<file path="config.mk">
export PLATFORM = sky130hd
export DESIGN_NAME = hazard_ctrl_flat
export DESIGN_NICKNAME = d
export VERILOG_FILES = /design/src/rtl/hazard_ctrl_if.sv /design/src/rtl/hazard_ctrl.sv /design/src/flat_wrapper.sv
export SDC_FILE = /design/constraint.sdc
export NUM_CORES = 1
export LEC_CHECK = 0
export ABC_AREA = 1
export CORE_MARGIN = 4
export CORE_UTILIZATION = 47
export CTS_BUF_LIST = sky130_fd_sc_hd__clkbuf_2
export CTS_CLUSTER_SIZE = 12
export DETAILED_ROUTE_END_ITERATION = 8
export GPL_ROUTABILITY_DRIVEN = 0
export HOLD_SLACK_MARGIN = 0.02
export PLACE_DENSITY = 0.79
export SLEW_MARGIN = 30
export SYNTH_ARGS = -nofsm -noshare
export SYNTH_HDL_FRONTEND = slang
export SYNTH_SLANG_ARGS = --single-unit
</file>
<file path="constraint.sdc">
create_clock -name clk -period 2 [get_ports clk]
set_input_delay 0.4 -clock clk [delete_from_list [all_inputs] [get_ports clk]]
set_output_delay 0.4 -clock clk [all_outputs]
set_load 0.01 [all_outputs]
</file>
<file path="src/rtl/hazard_ctrl_if.sv">
// Hazard bundle between the pipeline and its stall/flush controller.
// Stage status flows in, register hold/bubble/flush controls flow out.
interface hazard_ctrl_if #(
  parameter int RegAddrWidth = 5,
  parameter int STALL_CNT_W  = 32
);
  logic                    ReadMem_EX;
  logic                    WriteReg_EX;
  logic [RegAddrWidth-1:0] target_EX;
  logic [RegAddrWidth-1:0] rs_ID;
  logic [RegAddrWidth-1:0] rt_ID;
  logic                    use_rs_ID;
  logic                    use_rt_ID;
  logic                    div_start_EX;
  logic                    mem_req_MEM;
  logic                    mem_ready;
  logic                    branch_taken_ID;
  logic                    hold_PC;
  logic                    hold_IF_ID;
  logic                    hold_ID_EX;
  logic                    hold_EX_MEM;
  logic                    bubble_ID_EX;
  logic                    bubble_EX_MEM;
  logic                    bubble_MEM_WB;
  logic                    flush_IF_ID;
  logic                    div_busy;
  logic                    div_done;
  logic [STALL_CNT_W-1:0]  stall_count;

  modport slave (
    input  ReadMem_EX, WriteReg_EX, target_EX,
    input  rs_ID, rt_ID, use_rs_ID, use_rt_ID,
    input  div_start_EX, mem_req_MEM, mem_ready,
    input  branch_taken_ID,
    output hold_PC, hold_IF_ID, hold_ID_EX, hold_EX_MEM,
    output bubble_ID_EX, bubble_EX_MEM, bubble_MEM_WB,
    output flush_IF_ID, div_busy, div_done, stall_count
  );

  modport master (
    output ReadMem_EX, WriteReg_EX, target_EX,
    output rs_ID, rt_ID, use_rs_ID, use_rt_ID,
    output div_start_EX, mem_req_MEM, mem_ready,
    output branch_taken_ID,
    input  hold_PC, hold_IF_ID, hold_ID_EX, hold_EX_MEM,
    input  bubble_ID_EX, bubble_EX_MEM, bubble_MEM_WB,
    input  flush_IF_ID, div_busy, div_done, stall_count
  );
endinterface

</file>
<file path="src/rtl/hazard_ctrl.sv">
// Central stall/flush controller: mem wait > divide > load-use > flush.
// Stall decisions are combinational; only FSM, divide count, stall count are state.
module hazard_ctrl #(
  parameter int RegAddrWidth = 5,
  parameter int DIV_CYCLES   = 32,
  parameter int CNT_W        = 6,
  parameter int STALL_CNT_W  = 32
) (
  input  logic         clk,
  input  logic         rst,
  hazard_ctrl_if.slave hz
);

  typedef enum logic {RUN, DIV} state_t;

  state_t                 state;
  logic [CNT_W-1:0]       cnt;
  logic [STALL_CNT_W-1:0] stall_count;

  logic mem_stall;
  logic rs_hit;
  logic rt_hit;
  logic lu_stall;
  logic div_hold;
  logic act_mem;
  logic act_div;
  logic act_done;
  logic act_lu;

  logic hold_pc;
  logic hold_if_id;
  logic hold_id_ex;
  logic hold_ex_mem;
  logic bubble_id_ex;
  logic bubble_ex_mem;
  logic bubble_mem_wb;
  logic flush_if_id;
  logic div_busy;
  logic div_done;

  // Raw hazard terms from the stage status.
  always_comb begin
    mem_stall = hz.mem_req_MEM & ~hz.mem_ready;
    rs_hit    = hz.use_rs_ID & (hz.rs_ID == hz.target_EX);
    rt_hit    = hz.use_rt_ID & (hz.rt_ID == hz.target_EX);
    lu_stall  = hz.ReadMem_EX & hz.WriteReg_EX
              & (hz.target_EX != RegAddrWidth'(0))
              & (rs_hit | rt_hit);
    div_hold  = ((state == RUN) & hz.div_start_EX)
              | ((state == DIV) & (cnt != '0));
  end

  // Priority-resolved, mutually exclusive action classes.
  always_comb begin
    act_mem  = mem_stall;
    act_div  = div_hold & ~mem_stall;
    act_done = (state == DIV) & (cnt == '0) & ~mem_stall;
    act_lu   = lu_stall & (state == RUN)
             & ~hz.div_start_EX & ~mem_stall;
  end

  // Per-register hold/bubble/flush controls, all forced low in reset.
  always_comb begin
    hold_pc       = 1'b0;
    hold_if_id    = 1'b0;
    hold_id_ex    = 1'b0;
    hold_ex_mem   = 1'b0;
    bubble_id_ex  = 1'b0;
    bubble_ex_mem = 1'b0;
    bubble_mem_wb = 1'b0;
    flush_if_id   = 1'b0;
    div_done      = 1'b0;
    div_busy      = rst & (state == DIV);
    if (rst) begin
      unique case (1'b1)
        act_mem: begin
          hold_pc       = 1'b1;
          hold_if_id    = 1'b1;
          hold_id_ex    = 1'b1;
          hold_ex_mem   = 1'b1;
          bubble_mem_wb = 1'b1;
        end
        act_div: begin
          hold_pc       = 1'b1;
          hold_if_id    = 1'b1;
          hold_id_ex    = 1'b1;
          bubble_ex_mem = 1'b1;
        end
        act_done: begin
          div_done = 1'b1;
        end
        act_lu: begin
          hold_pc      = 1'b1;
          hold_if_id   = 1'b1;
          bubble_id_ex = 1'b1;
        end
        default: begin
          flush_if_id = hz.branch_taken_ID;
        end
      endcase
    end
  end

  // Divide occupancy FSM; a start seen under a mem wait is deferred.
  always_ff @(posedge clk or negedge rst) begin
    if (!rst) begin
      state <= RUN;
      cnt   <= '0;
    end else begin
      unique case (state)
        RUN: begin
          if (hz.div_start_EX & ~mem_stall) begin
            state <= DIV;
            cnt   <= CNT_W'(DIV_CYCLES - 2);
          end
        end
        DIV: begin
          if (cnt != '0) begin
            cnt <= cnt - CNT_W'(1);
          end else if (~mem_stall) begin
            state <= RUN;
          end
        end
      endcase
    end
  end

  // Performance counter of cycles the PC was frozen.
  always_ff @(posedge clk or negedge rst) begin
    if (!rst) begin
      stall_count <= '0;
    end else if (hold_pc) begin
      stall_count <= stall_count + STALL_CNT_W'(1);
    end
  end

  assign hz.hold_PC       = hold_pc;
  assign hz.hold_IF_ID    = hold_if_id;
  assign hz.hold_ID_EX    = hold_id_ex;
  assign hz.hold_EX_MEM   = hold_ex_mem;
  assign hz.bubble_ID_EX  = bubble_id_ex;
  assign hz.bubble_EX_MEM = bubble_ex_mem;
  assign hz.bubble_MEM_WB = bubble_mem_wb;
  assign hz.flush_IF_ID   = flush_if_id;
  assign hz.div_busy      = div_busy;
  assign hz.div_done      = div_done;
  assign hz.stall_count   = stall_count;

endmodule

</file>
<file path="src/flat_wrapper.sv">
// flat-port wrapper written by rule: the top's interface ports become plain ports
module hazard_ctrl_flat 
#(
  parameter int RegAddrWidth = 5,
  parameter int DIV_CYCLES   = 32,
  parameter int CNT_W        = 6,
  parameter int STALL_CNT_W  = 32
)
  (clk, rst, hz_ReadMem_EX, hz_WriteReg_EX, hz_target_EX, hz_rs_ID, hz_rt_ID, hz_use_rs_ID, hz_use_rt_ID, hz_div_start_EX, hz_mem_req_MEM, hz_mem_ready, hz_branch_taken_ID, hz_hold_PC, hz_hold_IF_ID, hz_hold_ID_EX, hz_hold_EX_MEM, hz_bubble_ID_EX, hz_bubble_EX_MEM, hz_bubble_MEM_WB, hz_flush_IF_ID, hz_div_busy, hz_div_done, hz_stall_count);
  hazard_ctrl_if #(.RegAddrWidth(RegAddrWidth), .STALL_CNT_W(STALL_CNT_W)) hz_i ();
  input  logic clk;
  input  logic rst;
  input wire logic [$bits(hz_i.ReadMem_EX)-1:0] hz_ReadMem_EX;
  input wire logic [$bits(hz_i.WriteReg_EX)-1:0] hz_WriteReg_EX;
  input wire logic [$bits(hz_i.target_EX)-1:0] hz_target_EX;
  input wire logic [$bits(hz_i.rs_ID)-1:0] hz_rs_ID;
  input wire logic [$bits(hz_i.rt_ID)-1:0] hz_rt_ID;
  input wire logic [$bits(hz_i.use_rs_ID)-1:0] hz_use_rs_ID;
  input wire logic [$bits(hz_i.use_rt_ID)-1:0] hz_use_rt_ID;
  input wire logic [$bits(hz_i.div_start_EX)-1:0] hz_div_start_EX;
  input wire logic [$bits(hz_i.mem_req_MEM)-1:0] hz_mem_req_MEM;
  input wire logic [$bits(hz_i.mem_ready)-1:0] hz_mem_ready;
  input wire logic [$bits(hz_i.branch_taken_ID)-1:0] hz_branch_taken_ID;
  output wire logic [$bits(hz_i.hold_PC)-1:0] hz_hold_PC;
  output wire logic [$bits(hz_i.hold_IF_ID)-1:0] hz_hold_IF_ID;
  output wire logic [$bits(hz_i.hold_ID_EX)-1:0] hz_hold_ID_EX;
  output wire logic [$bits(hz_i.hold_EX_MEM)-1:0] hz_hold_EX_MEM;
  output wire logic [$bits(hz_i.bubble_ID_EX)-1:0] hz_bubble_ID_EX;
  output wire logic [$bits(hz_i.bubble_EX_MEM)-1:0] hz_bubble_EX_MEM;
  output wire logic [$bits(hz_i.bubble_MEM_WB)-1:0] hz_bubble_MEM_WB;
  output wire logic [$bits(hz_i.flush_IF_ID)-1:0] hz_flush_IF_ID;
  output wire logic [$bits(hz_i.div_busy)-1:0] hz_div_busy;
  output wire logic [$bits(hz_i.div_done)-1:0] hz_div_done;
  output wire logic [$bits(hz_i.stall_count)-1:0] hz_stall_count;
  assign hz_i.ReadMem_EX = hz_ReadMem_EX;
  assign hz_i.WriteReg_EX = hz_WriteReg_EX;
  assign hz_i.target_EX = hz_target_EX;
  assign hz_i.rs_ID = hz_rs_ID;
  assign hz_i.rt_ID = hz_rt_ID;
  assign hz_i.use_rs_ID = hz_use_rs_ID;
  assign hz_i.use_rt_ID = hz_use_rt_ID;
  assign hz_i.div_start_EX = hz_div_start_EX;
  assign hz_i.mem_req_MEM = hz_mem_req_MEM;
  assign hz_i.mem_ready = hz_mem_ready;
  assign hz_i.branch_taken_ID = hz_branch_taken_ID;
  assign hz_hold_PC = hz_i.hold_PC;
  assign hz_hold_IF_ID = hz_i.hold_IF_ID;
  assign hz_hold_ID_EX = hz_i.hold_ID_EX;
  assign hz_hold_EX_MEM = hz_i.hold_EX_MEM;
  assign hz_bubble_ID_EX = hz_i.bubble_ID_EX;
  assign hz_bubble_EX_MEM = hz_i.bubble_EX_MEM;
  assign hz_bubble_MEM_WB = hz_i.bubble_MEM_WB;
  assign hz_flush_IF_ID = hz_i.flush_IF_ID;
  assign hz_div_busy = hz_i.div_busy;
  assign hz_div_done = hz_i.div_done;
  assign hz_stall_count = hz_i.stall_count;
  hazard_ctrl #(.RegAddrWidth(RegAddrWidth), .DIV_CYCLES(DIV_CYCLES), .CNT_W(CNT_W), .STALL_CNT_W(STALL_CNT_W)) u_core (.clk(clk), .rst(rst), .hz(hz_i));
endmodule
</file>
## After elaboration in Yosys (flattened, before gate mapping)

Cells that the tools add are included.

| storage, ports and cells | value |
|---|---|
| register bits | 39 |
| input port bits | 25 |
| output and inout port bits | 42 |
| logic and storage cells | 58 |

| operators by class | value |
|---|---|
| add/subtract/negate cells | 2 |
| equal/unequal tests | 4 |
| multiplexer cells | 20 |
| bitwise gates (word level) | 22 |
| reduce and logical (&&, ||, !) cells | 7 |

Operator list:

| kind | number |
|---|---|
| 32-bit by 1-bit adder with 32-bit output (second input constant) | 1 |
| 1-bit bitwise AND | 16 |
| 1-bit 2-to-1 mux | 16 |
| 6-bit 2-to-1 mux | 2 |
| 6-bit case mux with 2 select lines | 1 |
| 5-bit == test | 2 |
| 6-bit zero test | 1 |
| 6-bit nonzero test | 1 |
| 6-bit by 1-bit subtractor with 6-bit output (second input constant) | 1 |
| 5-bit nonzero test | 1 |
| 2-bit inequality test (second input constant) | 2 |
| 1-bit inverter | 4 |
| 4-bit OR reduction | 1 |
| 3-bit OR reduction | 1 |
| 1-bit OR | 2 |
| 1-bit case mux with 2 select lines | 1 |
| 2-bit AND reduction | 1 |
| 2-bit OR reduction | 1 |

## Depth between registers and ports, before layout

| depth | value |
|---|---|
| depth in word-level cells | 10 |
| depth in mapped cells | 13 |
| depth with buffers taken out | 13 |

## Least setup slack after synthesis

No wires, ideal clock.

| timing path | value |
|---|---|
| path kind | register -> output |
| start point | register u_core.cnt[0] |
| end point | output hz_hold_PC |
| arrival | 1.596 ns |
| slack | 0.004 ns |
| cell stages (with the launch flop) | 14 |
| buffers on the path | 2 |
| cells stage by stage | dfrtp_1 > inv_1 > ha_1 > inv_2 > nor2_2 > nand3_2 > nand2_2 > o21ai_2 > nor2_4 > nand2_4 > nand2_4 > buf_6 > inv_1 > buf_4 |

| between the ends | value |
|---|---|
| longest elaborated chain between the ends | 7 |

RTL lines:

| item | line | source |
|---|---|---|
| start, declared | hazard_ctrl.sv:17 | `logic [CNT_W-1:0] cnt;` |
| start signal, assigned | hazard_ctrl.sv:114 | `cnt <= CNT_W'(DIV_CYCLES - 2);` |
| start signal, assigned | hazard_ctrl.sv:119 | `cnt <= cnt - CNT_W'(1);` |
| 6-bit nonzero test | hazard_ctrl.sv:50 | `\| ((state == DIV) & (cnt != '0));` |
| 1-bit bitwise AND | hazard_ctrl.sv:50 |  |
| 1-bit OR | hazard_ctrl.sv:50 |  |
| 1-bit bitwise AND | hazard_ctrl.sv:56 | `act_div = div_hold & ~mem_stall;` |
| 3-bit OR reduction (no line) | -- |  |
| 1-bit 2-to-1 mux (2 in series) | -- |  |
| end, declared | flat_wrapper.sv:24 | `output wire logic [$bits(hz_i.hold_PC)-1:0] hz_hold_PC;` |

No other way between the ends.

## Worst setup path after layout

| timing path | value |
|---|---|
| start point | register u_core.cnt[1] |
| end point | output hz_flush_IF_ID |

| between the ends | value |
|---|---|
| longest elaborated chain between the ends | 7 |

RTL lines:

| item | line | source |
|---|---|---|
| 6-bit nonzero test | hazard_ctrl.sv:50 |  |
| 1-bit bitwise AND | hazard_ctrl.sv:50 |  |
| 1-bit OR | hazard_ctrl.sv:50 |  |
| 1-bit bitwise AND | hazard_ctrl.sv:56 |  |
| 4-bit OR reduction (no line) * | -- |  |
| 1-bit 2-to-1 mux * | hazard_ctrl.sv:75 | `unique case (1'b1)` |
| 1-bit 2-to-1 mux * | hazard_ctrl.sv:74 | `if (rst) begin` |
| end, declared | flat_wrapper.sv:31 | `output wire logic [$bits(hz_i.flush_IF_ID)-1:0] hz_flush_IF_ID;` |

Every way passes the cells marked *; elsewhere a longest branch is shown, timed or not.

==> run metrics <==
clk_lat worst skew=0.40 ns; Unique masters post-synth=24; Sw Pwr=0.957 mW; initial antenna violation count=0; CTS root buffer=clkbuf_2; Synth top area share=33.7%; worst reg2reg path startpoint=u_core.cnt[1]$_DFFE_PN0P_; Tmin final=2.32 ns; gr ovfl total=0; post-synthesis mux area share=0%; clock share of power=between 10% and 20%; Multi-input gate area=~1700 µm²; RSZ-0062 raised after global routing=yes; fmax=432 MHz; Leak=1.89 nW; Crit Path Max Fanout=4; antenna-violating nets left=0; max-cap violation count=0; CTS Buffer Depth=2; hold_ws=0.117 ns; vias in the first global route=2964; netlist area before placement=approximately 2900 µm²; Post-Syn Area per Cell=roughly 6.3 µm²; Hold Fails Final Rpt=0; num ports=67; Post-Synth XOR/XNOR Area=between 4 and 5%; Seq pwr share=43.0%; CP startpoint=u_core.cnt[1]$_DFFE_PN0P_; count of filler cells inserted in the layout=581; clk_skew=between 0.015 and 0.02 ns; commonest non-fill, non-tap cell in the layout=nand2_1; Pint=about 1.5 mW; Port Buffers=66; failing checks=negative setup slack; DRC viols=0; max_slew headroom=between 60% and 70%; delay-heaviest family, CP=simple AND/OR/NAND/NOR gates; routed wire length per instance=12.3 µm; Die ar.=7480 µm²; Starting Density=48.6%; sequential cell area=977 µm²; clock-pin slew of the registers on the worst-case setup and hold paths=0.19 ns; top cells by area, synth=dfrtp_1 34%, nand2_1 26%, nor2_1 8.7%; complex-gate fraction of the synthesized area=1.04%; chip height=86.5 µm; Crit path largest cell delay=0.43 ns; total routed wirelength=7590 µm; Comb pwr share=43.5%; gr usage total=21.4%; Syn Inst Count=459; commonest non-fill, non-tap cells in the layout=201 x nand2_1, 63 x nor2_1, 44 x nand3_1; CP Class=register to output port; status=finished with violations; crit path cell chain=inv_1 > ha_2 > inv_2 > nor2_4 > nand3_2 > nand2_2 > o21ai_4 > nor2_4 > nand2_4 > nor2_2 > buf_2; Iter 0 DRT Violations=around 190; sw frac=39.7%; dominant combinational cell family by area after synthesis=simple AND/OR/NAND/NOR gates; FP Rows=28; CTS tree=built; synth warn=0; fin. max-slew vios=0; Place WS=-0.550 ns; VDD IR max=a little over 0.0006 V; Hold Crit Class=input port to asynchronous set/reset pin; worst r2r dst=u_core.hz.stall_count[8]$_DFFE_PN0P_; post-detail-place hpwl=6140 µm; Arr. time, crit path=1.92 ns; CP startpoint kind=register; Synth Net Count=486; core area=5960 µm²; largest net degree at the start of global routing=44; Synth Area in Adders=less than 1%; Worst path slowest cell=dfrtp_1; reg-to-reg slack, setup=0.16 ns; Critical Path Sink Type=output port; placed cells=606; worst reg2reg path depth=13; DR pass1 iterations=4; share of layout cells above drive strength 1=13.0%; Setup violations, final=6; CP required=1.60 ns; Final WS setup=-0.316 ns; flop and latch count out of synthesis=39; final period utilization=116%; worst-margin pin slew=0.470 ns; global-route wire length before repair=13000 µm; Net count, final=between 500 and 600; pwr/cell area=643 nW/µm²; Non-Filler Instances=615; CP dominant cell by count=nor2_4; synthesis-to-layout area growth=29.5%; CP bufs+invs=3; CTS buffer count=5; Seq/Total Area, Yosys=33.7%; Die X=between 80 and 90 µm; fraction of the mapped netlist area in simple logic gates=around half; diodes inserted=0; Avg Vias per Cell=4.92; DR vias=3023; Clock Sink Count=39; Synth area leader=dfrtp_1; H-Tree Depth=2
synthesized netlist by cell type:
cell      number
nor3_1         1
inv_1         35
nor2_2         6
nand2_2        5
xnor2_1        4
nand3b_1      13
xor2_1        11
inv_2          3
a31oi_1        1
buf_6          3
nand3_1       44
dfrtp_1       39
o21ai_2        1
o21ai_0        3
clkbuf_1       3
ha_1           2
buf_4          5
nand2_1      202
buf_2          1
nand3_2        2
nand2_4        2
nand4_1        2
nor2_4         4
nor2_1        67
what timing repair did:
item,4_1_cts,5_1_grt
endpoints found under the setup margin,10,37
pin swaps,17,15
setup buffers,3,0
resized for setup,56,10
hold buffers,0,0
metrics by stage:
stage	TNS (ns)	total power, mW	cell area [µm²]	utilization, %
after detailed placement	-4.96	2.06	3690	62.0
after global placement	-3.89	2.03	3690	62.0
final	-1.42	2.41	3750	62.9
after global routing	-2.01	2.59	3750	62.9
after CTS	-1.50	2.41	3720	62.4
after floorplan	0	1.62	2890	-
layer usage:
| layer | GRT usage [%] | share of wire, % | up-vias |
|---|---|---|---|
| li1 | - | - | 1574 |
| met1 | 27.6 | 46 | 1376 |
| met2 | 36.8 | 48 | 67 |
| met3 | 3.90 | 5.4 | 6 |
| met4 | 5.67 | 0.74 | 0 |
| met5 | 0 | 0 | - |
power groups by stage:
stage          combinational (mW)  clock [mW]  sequential [mW]
6_report                     1.05       0.325             1.04
5_1_grt                      1.17       0.364             1.05
4_1_cts                      1.04       0.336             1.03
3_5_place_dp                 1.02           0             1.04
3_3_place_gp                0.988           0             1.04
2_1_floorplan               0.572           0             1.05
cell type report:
type | count | area share, %
clock buffers | 6 | 0.801
multi-input cells | 370 | 46.0
well taps | 75 | 2.50
inverters | 38 | 3.87
flip-flops and latches | 39 | 26.1
repair buffers | 87 | 20.7
worst max-delay path by stage:
| stage | endpoint | slack [ns] | cells past startpoint |
|---|---|---|---|
| 2_1_floorplan | hz_hold_PC | 0.004 | 13 |
| 3_3_place_gp | hz_flush_IF_ID | -0.53 | 9 |
| 3_5_place_dp | hz_hold_PC | -0.55 | 12 |
| 4_1_cts | hz_flush_IF_ID | -0.32 | 11 |
| 5_1_grt | hz_flush_IF_ID | -0.41 | 11 |
| 6_report | hz_flush_IF_ID | -0.32 | 11 |
sequential cells by signal, summed over array words and instances (netlist names):
register,count
u_core.hz.stall_count,32
u_core.cnt,6
u_core.state,1
logic make-up (layout without fill, tap and decap cells):
kind of cell    count (synthesis)  in the layout
simple gates                  348            348
fa+ha+maj                       2              2
compound gates                  5              5
buf+inv                        50            131
flops                          39             39
xor+xnor                       15             15
Power figures use the tool's default switching activity.
